$ cat config.mk
export PLATFORM = sky130hd
export DESIGN_NAME = dmem_bus_ctrl
export DESIGN_NICKNAME = d
export VERILOG_FILES = /design/src/rtl/dmem_bus_ctrl.sv
export SDC_FILE = /design/constraint.sdc
export NUM_CORES = 1
export LEC_CHECK = 0
export CAP_MARGIN = 10
export CORE_AREA = 3 3 186 188
export DETAILED_ROUTE_END_ITERATION = 7
export DIE_AREA = 0 0 189 191
export HOLD_SLACK_MARGIN = 0.03
export PLACE_DENSITY = 0.74
export SETUP_SLACK_MARGIN = 0.4
export SYNTH_ARGS = -nofsm -noshare
export SYNTH_HDL_FRONTEND = slang
export SYNTH_SLANG_ARGS = --single-unit
$ cat constraint.sdc
create_clock -name clk -period 3.36 [get_ports clk]
set_clock_uncertainty 0.1 [all_clocks]
set_input_delay 0.504 -clock clk [delete_from_list [all_inputs] [get_ports clk]]
set_output_delay 0.504 -clock clk [all_outputs]
set_load 0.1 [all_outputs]
$ cat src/rtl/dmem_bus_ctrl.sv
// Data-memory bus controller: turns one mem-stage load/store into a single valid/ready bus
// transaction with byte-lane alignment. Define DMEM_MISALIGN_CHK_EN to abort misaligned accesses.
module dmem_bus_ctrl #(
  parameter int unsigned ADDR_W       = 64,
  parameter int unsigned DATA_W       = 64,
  parameter int unsigned RESP_TIMEOUT = 16
) (
  input  logic              clk,
  input  logic              rst,
  input  logic              ce_ram_i,
  input  logic              mem_r_ena_i,
  input  logic [ADDR_W-1:0] mem_raddr_i,
  input  logic [ADDR_W-1:0] mem_waddr_i,
  input  logic [DATA_W-1:0] mem_data_i,
  input  logic [7:0]        mem_sel_i,
  input  logic              hold_i,
  output logic [DATA_W-1:0] mem_data_ram_o,
  output logic              stall_req_o,
  output logic              err_o,
  output logic              misalign_o,
  output logic              bus_valid_o,
  input  logic              bus_ready_i,
  output logic              bus_we_o,
  output logic [ADDR_W-1:0] bus_addr_o,
  output logic [DATA_W-1:0] bus_wdata_o,
  output logic [7:0]        bus_wstrb_o,
  input  logic              bus_rvalid_i,
  input  logic [DATA_W-1:0] bus_rdata_i
);

  localparam int unsigned CNT_W = (RESP_TIMEOUT > 1) ? $clog2(RESP_TIMEOUT) : 1;
  localparam logic [CNT_W-1:0] CNT_LAST = CNT_W'(RESP_TIMEOUT - 1);

  typedef enum logic [1:0] {IDLE, REQ, RESP, DONE} state_t;

  state_t            state;
  logic [CNT_W-1:0]  cnt;
  logic [2:0]        off;
  logic [ADDR_W-1:0] addr_c;
  logic [2:0]        req_off_c;
  logic              misaligned_c;

  assign addr_c      = mem_r_ena_i ? mem_raddr_i : mem_waddr_i;
  assign req_off_c   = addr_c[2:0];
  assign stall_req_o = (ce_ram_i && (state == IDLE)) || (state == REQ) || (state == RESP);

`ifdef DMEM_MISALIGN_CHK_EN
  logic misalign_q;

  // Natural alignment required for half, word and double accesses.
  assign misaligned_c = ((mem_sel_i == 8'h03) && addr_c[0]) ||
                        ((mem_sel_i == 8'h0F) && (addr_c[1:0] != 2'b00)) ||
                        ((mem_sel_i == 8'hFF) && (addr_c[2:0] != 3'b000));
  assign misalign_o   = misalign_q;
`else
  assign misaligned_c = 1'b0;
  assign misalign_o   = 1'b0;
`endif

  always_ff @(posedge clk or negedge rst) begin
    if (!rst) begin
      state          <= IDLE;
      cnt            <= '0;
      off            <= 3'b000;
      bus_valid_o    <= 1'b0;
      bus_we_o       <= 1'b0;
      bus_addr_o     <= '0;
      bus_wdata_o    <= '0;
      bus_wstrb_o    <= 8'h00;
      mem_data_ram_o <= '0;
      err_o          <= 1'b0;
`ifdef DMEM_MISALIGN_CHK_EN
      misalign_q     <= 1'b0;
`endif
    end else begin
      case (state)
        IDLE: begin
          if (ce_ram_i) begin
`ifdef DMEM_MISALIGN_CHK_EN
            misalign_q <= misaligned_c;
`endif
            if (misaligned_c) begin
              err_o          <= 1'b1;
              mem_data_ram_o <= '0;
              state          <= DONE;
            end else begin
              off         <= req_off_c;
              bus_addr_o  <= {addr_c[ADDR_W-1:3], 3'b000};
              bus_wdata_o <= mem_data_i << {req_off_c, 3'b000};
              bus_wstrb_o <= mem_sel_i << req_off_c;
              bus_we_o    <= ~mem_r_ena_i;
              bus_valid_o <= 1'b1;
              err_o       <= 1'b0;
              state       <= REQ;
            end
          end
        end
        REQ: begin
          if (bus_ready_i) begin
            bus_valid_o <= 1'b0;
            cnt         <= '0;
            state       <= RESP;
          end
        end
        RESP: begin
          // A response on the last allowed cycle still completes normally.
          if (bus_rvalid_i) begin
            mem_data_ram_o <= bus_rdata_i >> {off, 3'b000};
            state          <= DONE;
          end else if (cnt == CNT_LAST) begin
            err_o          <= 1'b1;
            mem_data_ram_o <= '0;
            state          <= DONE;
          end else begin
            cnt <= cnt + 1'b1;
          end
        end
        DONE: begin
          if (!hold_i) state <= IDLE;
        end
        default: state <= IDLE;
      endcase
    end
  end

endmodule
# Yosys cells after proc, flatten, opt, wreduce, memory -nomap -nowiden
# Cells that the tools add are included.
[totals] regBits=209 input_bits=271 out_inout_bits=205 word_cells=60
[op_classes] add_sub_neg=1 eq_ne=11 shifts=3 mux=20 n_bitwise=1 n_reduce_logical=14
[op_table] cell="64-bit 2-to-1 mux" count=3
[op_table] cell="64-bit by 6-bit left shift with 64-bit output" count=1
[op_table] cell="64-bit by 6-bit >> shifter with 64-bit output" count=1
[op_table] cell="4-bit 2-to-1 mux" count=3
[op_table] cell="4-bit AND reduction" count=3
[op_table] cell="2-bit 2-to-1 mux" count=5
[op_table] cell="2-bit inequality test, second input constant" count=5
[op_table] cell="2-bit case mux with 4 select lines" count=1
[op_table] cell="4-bit case mux with 2 select lines" count=1
[op_table] cell="2-bit nonzero test" count=4
[op_table] cell="8-bit by 3-bit left shift with 8-bit output" count=1
[op_table] cell="1-bit 2-to-1 mux" count=5
[op_table] cell="4-bit by 1-bit adder with 4-bit output, second input constant" count=1
[op_table] cell="2-bit == test, second input constant" count=2
[op_table] cell="4-bit == test, second input constant" count=1
[op_table] cell="1-bit case mux with 2 select lines" count=2
[op_table] cell="2-bit AND reduction" count=2
[op_table] cell="3-bit by 2-bit inequality test with 1-bit output, second input constant" count=1
[op_table] cell="3-bit AND reduction" count=1
[op_table] cell="2-bit by 1-bit == test with 1-bit output, second input constant" count=1
[op_table] cell="2-bit zero test" count=1
[op_table] cell="1-bit logical OR" count=2
[op_table] cell="2-bit by 1-bit inequality test with 1-bit output, second input constant" count=1
[op_table] cell="1-bit logical AND" count=1
[op_table] cell="1-bit NOT" count=1

# Logic depth before layout (Yosys ltp)
# Gate-level depths: netlist of the first run.
[depth] depth_word=4 mapped_depth=8 mapped_depth_nobuf=6

# Least setup slack after synthesis of the first run
# OpenSTA, ideal clock, no wires.
[synth_path] path_type="register to output" startpoint="register state[0]" endpoint="output port stall_req_o" t_arrival_ns=1.880 required_ns=2.756 path_slack_ns=0.876 stages_incl_launch_ff=6 n_path_buf=2 path_cell_list="dfrtp_1 -> inv_1 -> ha_1 -> clkbuf_1 -> clkbuf_1 -> or3_1"
[synth_via] elab_chain_cells=4 elab_cells_between_ends=6 classes_between="2 x eq/ne; 4 x reduce/logical"
[synth_rtl] element="start, declared" line="36" source="state_t state;"
[synth_rtl] element="start signal, assigned" line="62" source="state <= IDLE;"
[synth_rtl] element="start signal, assigned" line="85" source="state <= DONE;"
[synth_rtl] element="start signal, assigned" line="94" source="state <= REQ;"
[synth_rtl] element="2-bit zero test" line="45" source="assign stall_req_o = (ce_ram_i && (state == IDLE)) || (state == REQ) || (state == RESP);"
[synth_rtl] element="1-bit logical AND" line="45"
[synth_rtl] element="1-bit logical OR" line="45"
[synth_rtl] element="1-bit logical OR (*)" line="45"
[synth_rtl] element="end, declared" line="18" source="output logic stall_req_o,"
# Mark *: on every way between the ends. The rest lies on a longest branch, timed or not.

# Final worst setup path of the first run
# Same ends and word-level chain as after synthesis.

==> results of run 1 <==
==> metrics by stage <==
stage               setup WS, ns  hold slack, ns  cells  utilization, %  instance area (sq um)
floorplan                  0.876           0.108   1046               -                  11600
global placement           0.637           0.361   1896            49.2                  16400
detailed placement         0.605           0.363   1896            49.2                  16400
CTS                        0.603           0.377   1942            51.8                  17200
global route               0.537           0.400   1942            51.8                  17200
finish                     0.638           0.372   1942            51.8                  17200
==> logic make-up after synthesis <==
family                     after synthesis  synth area share (%)
adders and majority gates                6                 0.649
other                                    1                0.0324
and+or+nand+nor                        230                  8.63
muxes                                  209                  24.8
DFF                                    209                  45.2
buffers and inverters                  100                  4.05
AOI/OAI and AO/OA                      288                  16.6
==> layer usage <==
layer | vias up | GRT usage (%)
met2 | 505 | 39.0
met3 | 90 | 5.78
met5 | - | 0
met1 | 5099 | 27.9
met4 | 4 | 9.83
li1 | 4759 | -
==> final timing paths <==
check / startpoint / endpoint / slack [ns]
setup / recovery: state[0] / stall_req_o / 0.64
hold / removal: bus_wdata_o[61] / bus_wdata_o[61] / 0.37
setup reg to reg: off[0] / mem_data_ram_o[10] / 1.00
hold reg to reg: bus_wdata_o[61] / bus_wdata_o[61] / 0.37
max in group asynchronous: rst / bus_wdata_o[16] / 1.94
min in group asynchronous: rst / cnt[0] / 0.48
==> layout make-up <==
class	count	share of cell area, %
inverters	10	0.218
clock inverters	17	1.03
well taps	448	3.25
flip-flops and latches	209	30.4
repair buffers	493	27.0
multi-input cells	737	34.3
clock buffers	28	3.81
==> critical path: cells and delay by family, from the launching register on <==
kind / cells / cell delay, ns
buf+inv: 2 / 0.29
simple gates: 2 / 0.68
flops: 1 / 0.39
fa+ha+maj: 1 / 0.25
==> layout by cell type (no fill, tap or decap), drive strengths merged, types with 7 or more instances in the layout <==
| cell | instances |
|---|---|
| dfrtp | 209 |
| mux4 | 58 |
| a31oi | 8 |
| inv | 11 |
| a221o | 9 |
| nor2b | 8 |
| o22ai | 12 |
| mux2 | 16 |
| o21ai | 124 |
| clkbuf | 28 |
| a22o | 48 |
| clkinv | 9 |
| buf | 154 |
| clkdlybuf4s50 | 338 |
| a21oi | 10 |
| nor2 | 28 |
| nand2 | 155 |
| a22oi | 36 |
| mux2i | 135 |
| a211oi | 9 |
| o2bb2ai | 7 |
| and2 | 17 |
| o31ai | 9 |
==> registers in the layout (all words and copies together), names as in the netlist <==
name            count
mem_data_ram_o     64
bus_wdata_o        64
bus_addr_o         61
bus_valid_o         1
off                 3
state               2
err_o               1
bus_we_o            1
bus_wstrb_o         8
cnt                 4
==> timing repair <==
| item | CTS | global route |
|---|---|---|
| hold endpoints to repair | 74 | 0 |
| endpoints found under the setup margin | 0 | 0 |
| gates resized for setup | 0 | 0 |
| hold buffers | 1 | 0 |
==> flow_metrics.py, run 1 <==
metrics = {
    "setup_path": {
        "critPathCaptureType": "primary output",
        "critPathKind": "flop to primary output",
        "worstPathRequired_ns": 2.76,
        "crit_arrival_ns": 2.12,
        "crit_chain": "inv_1 -> ha_1 -> and2_1 -> or3_1 -> buf_12",
        "slowest_delay_ns": 0.40,
        "rr_worst_depth": 4,
        "crit_path_start_kind": "flop",
        "path_max_fanout": 6,
        "crit_slowest_cell": "or3_1",
    },
    "sta": {
        "fmax_mhz": 367,
        "hold_viol": 0,
        "period_minus_slack_ns": 2.72,
        "rsz0062_at_grt": "false",
        "slew_viol_final": 0,
        "setup_viol": 0,
        "fin_tns_setup_ns": 0,
        "tightest_slew_ns": 1.04,
        "post-route-period-util_pct": 81.0,
        "maxSlewHeadroom_pct": 30.6,
    },
    "yosys": {
        "netlist_area_sq_um": 11600,
        "synth_common_cells": "dfrtp_1, nand2_1, mux2i_1",
        "synth.largest_area_cell": "dfrtp_1",
        "ys_top_cells_by_area": "dfrtp_1, mux2i_1, mux4_2",
        "ys_ff_latch": 209,
        "yosysWarnings": 0,
        "synth_edf_count": 0,
        "async_flop_share_pct": 100,
        "yosysUniqueCellTypes": 47,
        "synth_most_common_cell": "dfrtp_1",
        "syn_avg_cell_area_sq_um": 11.1,
        "ys_seq_area_share_pct": 45.2,
        "synth_flop_cell": "dfrtp_1",
        "synth_cells": 1043,
        "synth_top_area_share_pct": 45.2,
    },
    "detailed_routing": {
        "drt_iter0_drc": 652,
        "highest_layer": "met5",
        "avgViaCountPerCell": 5.38,
        "vias": 10500,
        "route.met3.wl_microns": 3820,
        "drt-pass1-iter-count": 5,
        "met2RoutedLength_microns": 20900,
        "postRouteWirelength_microns": 43200,
        "met1_length_microns": 16500,
        "drtAntennaViolNets": 0,
        "wire_per_inst_microns": 22.3,
        "drc": 0,
    },
    "layout": {
        "register_area_sq_um": 5240,
        "layout-drive-gt1-share_pct": 18.9,
        "syn2layout_area_growth_pct": 49.0,
        "fillers": 2942,
        "antennaDiodeCount": 0,
        "fin_nets": 1753,
        "multi_input_comb_area_sq_um": 5900,
    },
    "clock_tree": {
        "cts_setup_buffers": 0,
        "root_buffer": "clkbuf_16",
        "numCtsBuffers": 25,
        "cts.sinks": 209,
        "clockBufferDepth": 3,
        "clk_pin_slew_ns": 0.06,
        "htree_levels": 1,
        "worstSkewPairLatency_ns": 0.54,
        "cts_tree": "built",
    },
    "floorplan": {
        "fp.dieArea_sq_um": 36100,
        "core_area_sq_um": 33300,
        "core.rowCount": 67,
        "die_w_microns": 189,
        "die_h_microns": 191,
        "ios": 476,
        "start_util_pct": 34.7,
    },
    "global_routing": {
        "grt-ovfl-total": 0,
        "grt_pass1_wl_microns": 64700,
        "grt_start_max_net_pins": 126,
        "antenna_found_initial": 3,
        "grt_pass1_vias": 10700,
        "track_usage_pct": 23.0,
    },
    "placement": {
        "place.detailed.hpwl_microns": 32700,
        "io_buffers": 471,
        "gp_congestion": 0.891,
    },
    "flow_run": {
        "maxCapViolations": 0,
    },
    "min_path": {
        "hold_path_depth": 2,
        "hp-class": "flop to flop",
    },
    "outcome": {
        "outcome": "completed",
    },
}
Power of run 1 is not shown: default switching activity piles up to over one toggle a cycle in this logic, so the estimate is an artifact.
==> run 2: changes to the inputs <==
--- a/config.mk
+++ b/config.mk
@@ -6,11 +6,11 @@
 export NUM_CORES = 1
 export LEC_CHECK = 0
 export CAP_MARGIN = 10
-export CORE_AREA = 3 3 186 188
+export CORE_AREA = 3 3 182 184
 export DETAILED_ROUTE_END_ITERATION = 7
-export DIE_AREA = 0 0 189 191
+export DIE_AREA = 0 0 185 187
 export HOLD_SLACK_MARGIN = 0.03
-export PLACE_DENSITY = 0.74
+export PLACE_DENSITY = 0.77
 export SETUP_SLACK_MARGIN = 0.4
 export SYNTH_ARGS = -nofsm -noshare
 export SYNTH_HDL_FRONTEND = slang
==> constraint.sdc (replaced) <==
create_clock -name clk -period 2.68 [get_ports clk]
set_clock_uncertainty 0.1 [all_clocks]
set_input_delay 0.402 -clock clk [delete_from_list [all_inputs] [get_ports clk]]
set_output_delay 0.402 -clock clk [all_outputs]
set_load 0.1 [all_outputs]
==> flow_metrics.py, run 2 (synthesis gave the netlist of run 1 again) <==
metrics = {
    "outcome": {
        "outcome": "completed",
    },
    "placement": {
        "place.detailed.hpwl_microns": 33900,
        "io_buffers": 471,
        "gp_congestion": 0.913,
        "dp_cells": 1872,
    },
    "layout": {
        "final_common_cell": "clkdlybuf4s50_1",
        "syn2layout_area_growth_pct": 49.2,
        "final_cells": 1925,
        "mostFrequentLayoutCells": "clkdlybuf4s50_1, buf_4, dfrtp_1, nand2_1, mux2i_1",
        "antennaDiodeCount": 0,
        "fin_nets": 1784,
        "layout-drive-gt1-share_pct": 25.1,
        "fillers": 2727,
        "reg_top3": "bus_wdata_o: 64 flops, mem_data_ram_o: 64 flops, bus_addr_o: 61 flops",
    },
    "setup_path": {
        "worstPathRequired_ns": 2.18,
        "crit_path_start_kind": "flop",
        "critPathCaptureType": "primary output",
        "critPathKind": "flop to primary output",
        "path_max_fanout": 3,
        "crit_arrival_ns": 1.80,
    },
    "detailed_routing": {
        "drtAntennaViolNets": 0,
        "drc": 0,
        "drt_iter0_drc": 853,
        "wire_per_inst_microns": 23.1,
        "vias": 10900,
        "avgViaCountPerCell": 5.64,
        "drt-pass1-iter-count": 5,
        "postRouteWirelength_microns": 44500,
    },
    "global_routing": {
        "grt-ovfl-total": 0,
        "grt_pass1_wl_microns": 67200,
        "grt_start_max_net_pins": 85,
        "track_usage_pct": 24.7,
        "grt_pass1_vias": 11200,
        "antenna_found_initial": 0,
    },
    "sta": {
        "fin_tns_setup_ns": 0,
        "rsz0062_at_grt": "true",
        "fmax_mhz": 434,
        "hold_ws_ns": 0.310,
        "tightest_slew_ns": 1.05,
        "slew_viol_final": 0,
        "hold_viol": 0,
        "maxSlewHeadroom_pct": 30.0,
        "post-route-period-util_pct": 86.0,
        "period_minus_slack_ns": 2.30,
        "setup_viol": 0,
    },
    "floorplan": {
        "fp.dieArea_sq_um": 34600,
        "die_w_microns": 185,
        "ios": 476,
        "die_h_microns": 187,
        "core.rowCount": 65,
        "start_util_pct": 36.6,
        "core_area_sq_um": 31600,
    },
    "clock_tree": {
        "cts_tree": "built",
        "clk_pin_slew_ns": 0.06,
        "root_buffer": "clkbuf_16",
        "htree_levels": 1,
        "clockBufferDepth": 3,
        "cts.sinks": 209,
        "worstSkewPairLatency_ns": 0.51,
        "numCtsBuffers": 25,
    },
    "min_path": {
        "hp-class": "input pin to asynchronous set/reset pin",
    },
    "flow_run": {
        "maxCapViolations": 0,
    },
}
-- run 2: changes by cell type in the layout (fill, tap and decap cells not counted), moves of 4 or more --
cell	previous run	this run
buf_4	145	243
clkdlybuf4s50_1	338	268
clkbuf_8	2	6
clkbuf_1	1	8
clkinv_2	8	3
clkinvlp_4	4	0
-- run 2: final cells by class --
class | instances | area (sq um) | share of cell area (%)
multi-input combinational | 737 | 5950 | 34.5
sequential | 209 | 5240 | 30.4
timing repair buffer | 524 | 4740 | 27.5
clock buffer | 39 | 738 | 4.28
tap | 402 | 503 | 2.92
clock inverter | 4 | 45.0 | 0.261
inverter | 10 | 37.5 | 0.218
-- run 2: stage by stage --
step	area (sq um)	setup slack, ns	util (%)
global placement	16300	0.147	51.8
detailed placement	16300	0.101	51.8
floorplan	11600	0.448	-
finish	17300	0.375	54.7
CTS	17200	0.349	54.6
global route	17300	0.325	54.7
-- run 2: timing repair --
action,in CTS,in global routing
pin swaps,1,0
hold buffers,1,0
hold endpoints to repair,66,0
setup buffers,8,1
endpoints found under the setup margin,1,8
gates resized for setup,12,2
-- run 2: critical path, stage by stage, from the launching register on --
cell and delay (ns):
dfrtp_1 0.39, inv_2 0.09, ha_4 0.17, and2_4 0.13, or3_4 0.33, buf_12 0.18
-- run 2: path summary, 6_finish.rpt --
| check | start | to | slack (ns) | depth (start not counted) |
|---|---|---|---|---|
| worst max-delay path | state[0] | stall_req_o | 0.38 | 5 |
| worst min-delay path | rst | mem_data_ram_o[40] | 0.31 | 2 |
| worst max register to register | off[0] | mem_data_ram_o[10] | 0.55 | 4 |
| worst min register to register | bus_addr_o[17] | bus_addr_o[17] | 0.38 | 2 |
| max in group asynchronous | rst | off[0] | 1.37 | 3 |
| min in group clk | mem_r_ena_i | off[1] | 0.37 | 3 |
-- run 2: per-layer routing --
| layer | up-vias | track usage, % | wire length [microns] |
|---|---|---|---|
| li1 | 4815 | - | - |
| met1 | 5321 | 30.7 | 16800 |
| met2 | 622 | 42.2 | 21900 |
| met3 | 100 | 5.04 | 3980 |
| met4 | 0 | 9.15 | 1770 |
| met5 | - | 0 | 0 |
Power of run 2 is left out for the same reason.
==> patch 1: new RTL, flow settings as in run 2 <==
Register the output `err_o` once more, with the module's reset; this adds one clock of latency there. The other outputs are not delayed to match.
--- a/src/rtl/dmem_bus_ctrl.sv
+++ b/src/rtl/dmem_bus_ctrl.sv
@@ -33,4 +33,6 @@
 
   typedef enum logic [1:0] {IDLE, REQ, RESP, DONE} state_t;
+
+  logic err_s0;
 
   state_t            state;
@@ -69,5 +71,5 @@
       bus_wstrb_o    <= 8'h00;
       mem_data_ram_o <= '0;
-      err_o          <= 1'b0;
+      err_s0         <= 1'b0;
 `ifdef DMEM_MISALIGN_CHK_EN
       misalign_q     <= 1'b0;
@@ -81,5 +83,5 @@
 `endif
             if (misaligned_c) begin
-              err_o          <= 1'b1;
+              err_s0         <= 1'b1;
               mem_data_ram_o <= '0;
               state          <= DONE;
@@ -91,5 +93,5 @@
               bus_we_o    <= ~mem_r_ena_i;
               bus_valid_o <= 1'b1;
-              err_o       <= 1'b0;
+              err_s0      <= 1'b0;
               state       <= REQ;
             end
@@ -109,5 +111,5 @@
             state          <= DONE;
           end else if (cnt == CNT_LAST) begin
-            err_o          <= 1'b1;
+            err_s0         <= 1'b1;
             mem_data_ram_o <= '0;
             state          <= DONE;
@@ -124,3 +126,11 @@
   end
 
+  always_ff @(posedge clk or negedge rst) begin
+    if (!rst) begin
+      err_o <= '0;
+    end else begin
+      err_o <= err_s0;
+    end
+  end
+
 endmodule
Check against the original RTL: not settled (the Yosys comparison gave no result); the edit may change what the design does.
==> patch 1 against run 2 <==
Wire length increased by 7.2%. Synthesized cell count is 1.5% higher. Global-route usage is 1.6 points higher. Sequential cell count grew 1. Setup slack lost 13 ps. Area after synthesis down 0.78%. Design area barely moved. Maximum frequency fell by 0.54%.
Power is not shown: default switching activity piles up to over one toggle a cycle in this logic, so the estimate is an artifact.
==> patch 1: results (changes against run 2) <==
| Metric | Value |
|---|---|
| Post-synthesis sequential area ratio | `45.80% (+0.57 points)` |
| GRT Overall Usage | `26.22% (+1.6 points)` |
| H-tree depth | `1 (unchanged)` |
| CP arrival | `1820 ps (+20 ps)` |
| DP Worst Slack | `238.9 ps (+138.2 ps)` |
| Placer Congestion | `0.9786 (+7.2%)` |
| Status | `finished, final reports clean` |
| PortBufs | `471 (unchanged)` |
| Number of global-route vias before repair | `11,050 (-1.3%)` |
| Slowest CP cell | `dfrtp_1` |
| Top flop regs | `bus_wdata_o x64, mem_data_ram_o x64, bus_addr_o x61` |
| Post-DP HPWL | `37,310 um (+10%)` |
| Commonest cells post-synth | `dfrtp_1, mux2i_1, nand2_1, o21ai_0, a22o_1` |
| Antenna violations before repair | `4 (+4)` |
| FFs w/ async S/R, synth | `100.0% (unchanged)` |
| Worst Hold Class | `in2reg` |
| Vias per std cell | `5.606 (-0.61%)` |
| Library cells used by synthesis | `52 (+11%)` |
| Pin count of the biggest net entering global routing | `90 (+5.9%)` |
| CP peak stage delay | `400 ps` |
| Clock latency on the worst-skew pair | `520 ps` |
| Nets | `1,806 (+1.2%)` |
| Clk buf depth | `3 (unchanged)` |
| Layout cells sized above 1 | `24.11% (-1.0 points)` |
| First-pass detailed-route iteration total | `5 (unchanged)` |
| Yosys warns | `0 (unchanged)` |
| Num CTS Buffers | `26 (+4.0%)` |
| First-pass GRT wire length | `69,630 um (+3.5%)` |
| Synth top area cells | `dfrtp_1, mux2i_1, mux4_2` |
| Drt total wl | `47,660 um (+7.2%)` |
| Iteration-0 DRC count of the detailed router | `837 (-1.9%)` |
| CTS Root Buffer Type | `clkbuf_16` |
| Slew @ Worst Pin | `1057 ps (+6.404 ps)` |
| Final-layout fill cell count | `2,795 (+2.5%)` |
| Crit-path max FO | `6 (+3)` |
patch 1: final timing paths:
kind / start / endpoint / slack [ps] / cells past startpoint
max: state[0] / stall_req_o / 360 / 4
min: mem_r_ena_i / bus_we_o / 170 / 2
max reg2reg: state[0] / bus_wdata_o[57] / 450 / 6
min reg2reg: err_s0 / err_o / 320 / 0
max in group asynchronous: rst / bus_addr_o[11] / 1280 / 4
min in group asynchronous: rst / mem_data_ram_o[51] / 320 / 2
patch 1: cells by family (layout without fill, tap and decap cells):
logic type / count (synthesis) / in the layout / share of synthesized area, %
muxes: 226 / 226 / 23.86
DFF: 210 / 210 / 45.80
buffers and inverters: 95 / 580 / 3.959
and+or+nand+nor: 221 / 221 / 8.364
adders and majority gates: 6 / 6 / 0.6543
other: 1 / 6 / 0.03268
AOI/OAI and AO/OA: 300 / 300 / 17.33
patch 1: layer usage:
| layer | vias up | share of wire (%) | global-route usage (%) |
|---|---|---|---|
| met4 | 4 | 5.2 | 12.09 |
| met2 | 620 | 48 | 44.14 |
| met3 | 122 | 10 | 7.935 |
| li1 | 4862 | - | - |
| met5 | - | 0.057 | 0 |
| met1 | 5329 | 36 | 30.53 |
patch 1: metrics by stage:
step | std cells | area, um^2
2_1_floorplan | 1062 | 11480
3_3_place_gp | 1895 | 16300
3_5_place_dp | 1895 | 16300
4_1_cts | 1949 | 17260
5_1_grt | 1950 | 17260
6_report | 1951 | 17260
patch 1: critical path, delay by kind of cell, from the launching register on:
family	cells	cell delay, ps
fa+ha+maj	1	170
flops	1	400
buf+inv	2	330
simple gates	1	380
patch 1: layout make-up:
| class | instances | share of cell area [%] |
|---|---|---|
| Clock buffer | 39 | 4.522 |
| Inverter | 9 | 0.1957 |
| Multi-Input combinational cell | 757 | 33.71 |
| Tap cell | 402 | 2.913 |
| Clock inverter | 7 | 0.3696 |
| Antenna cell | 2 | 0.02899 |
| Timing Repair Buffer | 525 | 27.79 |
| Sequential cell | 210 | 30.47 |
patch 1: timing repair:
action / CTS / global route
pin swaps: 1 / 0
buffers inserted: 7 / 0
hold buffers: 1 / 0
endpoints found under the hold margin: 57 / 0
resized for setup: 10 / 0
setup endpoints to repair: 4 / 1
==> patch 2: new RTL, config.mk and constraints of run 2 <==
Made on the original files. Add a define of `DMEM_MISALIGN_CHK_EN`.
--- a/src/rtl/dmem_bus_ctrl.sv
+++ b/src/rtl/dmem_bus_ctrl.sv
@@ -1,4 +1,6 @@
 // Data-memory bus controller: turns one mem-stage load/store into a single valid/ready bus
 // transaction with byte-lane alignment. Define DMEM_MISALIGN_CHK_EN to abort misaligned accesses.
+`define DMEM_MISALIGN_CHK_EN
+
 module dmem_bus_ctrl #(
   parameter int unsigned ADDR_W       = 64,
Function: changed (Yosys sat finds a counterexample within 4 cycles, from zero or initial values and one cycle with rst low).
==> patch 2 against run 2 <==
Sequential cell count is 1 higher. Synthesized cell count is 21% higher. Wire length is 21% higher. Largest cell class unchanged. Area after synthesis is 7.9% higher. Register-to-register slack worse by 180 ps. Setup slack worse by 62 ps. Critical endpoint unchanged. Design area is 12% higher.
==> patch 2: results (changes against run 2) <==
| Metric | Value |
|---|---|
| Status | `finished, final reports clean` |
| Clk buf depth | `3 (unchanged)` |
| Yosys warns | `0 (unchanged)` |
| Final Cycle Share | `88.31% (+2.3 points)` |
| RR Startpoint | `state[1]` |
| FF-to-FF End | `mem_data_ram_o[2]` |
| CP peak stage delay | `410 ps (+20 ps)` |
| Met2 usage | `49.34% (+7.1 points)` |
| Mean Syn Cell Area | `9.914 um^2 (-11%)` |
| Num CTS Buffers | `26 (+4.0%)` |
| Post-Synth Adder-Cell Area | `0.6014% (-0.048 points)` |
| Antenna violations before repair | `6 (+6)` |
| Met1 usage | `34.60% (+3.9 points)` |
| First-pass GRT wire length | `78,740 um (+17%)` |
| DR top layer | `met5` |
| PortBufs | `472 (+0.21%)` |
| Met3 usage | `7.371% (+2.3 points)` |
| Clock latency on the worst-skew pair | `530 ps (+20 ps)` |
| Drt total wl | `53,620 um (+21%)` |
| Area taken by multi-input logic gates | `6803 um^2 (+14%)` |
| Library cells used by synthesis | `50 (+6.4%)` |
| Slew Limit Headroom | `36.60% (+6.6 points)` |
| Nets | `2,066 (+16%)` |
| Worst reg2reg path depth | `11 (+7)` |
| Met3 Routed Length | `5000 um (+26%)` |
| Multiplexer share of the synthesized area | `25.47% (+0.65 points)` |
| Post-synthesis sequential area ratio | `42.10% (-3.1 points)` |
| CP arrival | `1860 ps (+60 ps)` |
| Register-to-register setup slack | `370 ps (-180 ps)` |
| Iteration-0 DRC count of the detailed router | `967 (+13%)` |
| Met2 wire length | `25,830 um (+18%)` |
| Layout cells sized above 1 | `31.69% (+6.5 points)` |
| Commonest cells post-synth | `dfrtp_1, mux2i_1, a21oi_1, mux2_2, nor2_1` |
| Met1 WL | `19,860 um (+18%)` |
| Post-DP HPWL | `40,240 um (+19%)` |
| Top delay family on crit path | `buffers and inverters` |
| Placer Congestion | `0.9537 (+4.4%)` |
| Pin count of the biggest net entering global routing | `73 (-14%)` |
| Synth top area cells | `dfrtp_1, mux2i_1, mux2_2` |
| DR WL/cell | `24.21 um (+4.8%)` |
| Vias per std cell | `5.743 (+1.8%)` |
patch 2: cell count changes after synthesis, moves of 24 or more:
| cell | delta |
|---|---|
| inv_1 | +24 |
| mux2i_1 | +29 |
| nor2_1 | +52 |
| a22o_1 | -40 |
| nand3_1 | +26 |
| clkbuf_1 | +27 |
| mux4_2 | -58 |
| nand2_1 | -83 |
| a22oi_1 | -36 |
| o22ai_1 | +28 |
| a31oi_1 | +66 |
| a21oi_1 | +106 |
| mux2_2 | +81 |
| o21ai_0 | -57 |
patch 2: layout make-up:
cell class | instances | share of cell area (%)
inverters | 34 | 0.6605
diodes | 5 | 0.06475
multi-input cells | 899 | 35.21
well taps | 402 | 2.603
flip-flops and latches | 210 | 27.21
clock buffers | 41 | 4.080
clock inverters | 6 | 0.6864
repair buffers | 618 | 29.49
patch 2: how the worst min path moves through the flow:
stage          start                  to  slack [ps]  cells past startpoint
2_1_floorplan    rst      bus_addr_o[10]           6                      0
3_3_place_gp     rst  mem_data_ram_o[19]         170                      1
3_5_place_dp     rst  mem_data_ram_o[19]         180                      1
4_1_cts          rst  mem_data_ram_o[19]         210                      2
5_1_grt          rst  mem_data_ram_o[19]         230                      2
6_report         rst  mem_data_ram_o[19]         220                      2
patch 2: repair_timing:
action | 4_1_cts | 5_1_grt
pin swaps | 3 | 2
hold endpoints to repair | 141 | 0
gates cloned | 6 | 3
resized for setup | 30 | 12
setup endpoints to repair | 206 | 74
setup buffers | 14 | 4
hold buffers | 1 | 0
patch 2: per-stage QoR:
| step | area [um^2] | power (W) |
|---|---|---|
| floorplan | 12680 | 0.01850 |
| global placement | 17880 | 0.02287 |
| detailed placement | 17880 | 0.02305 |
| CTS | 19160 | 0.02736 |
| global route | 19320 | 0.02843 |
| finish | 19320 | 0.02749 |
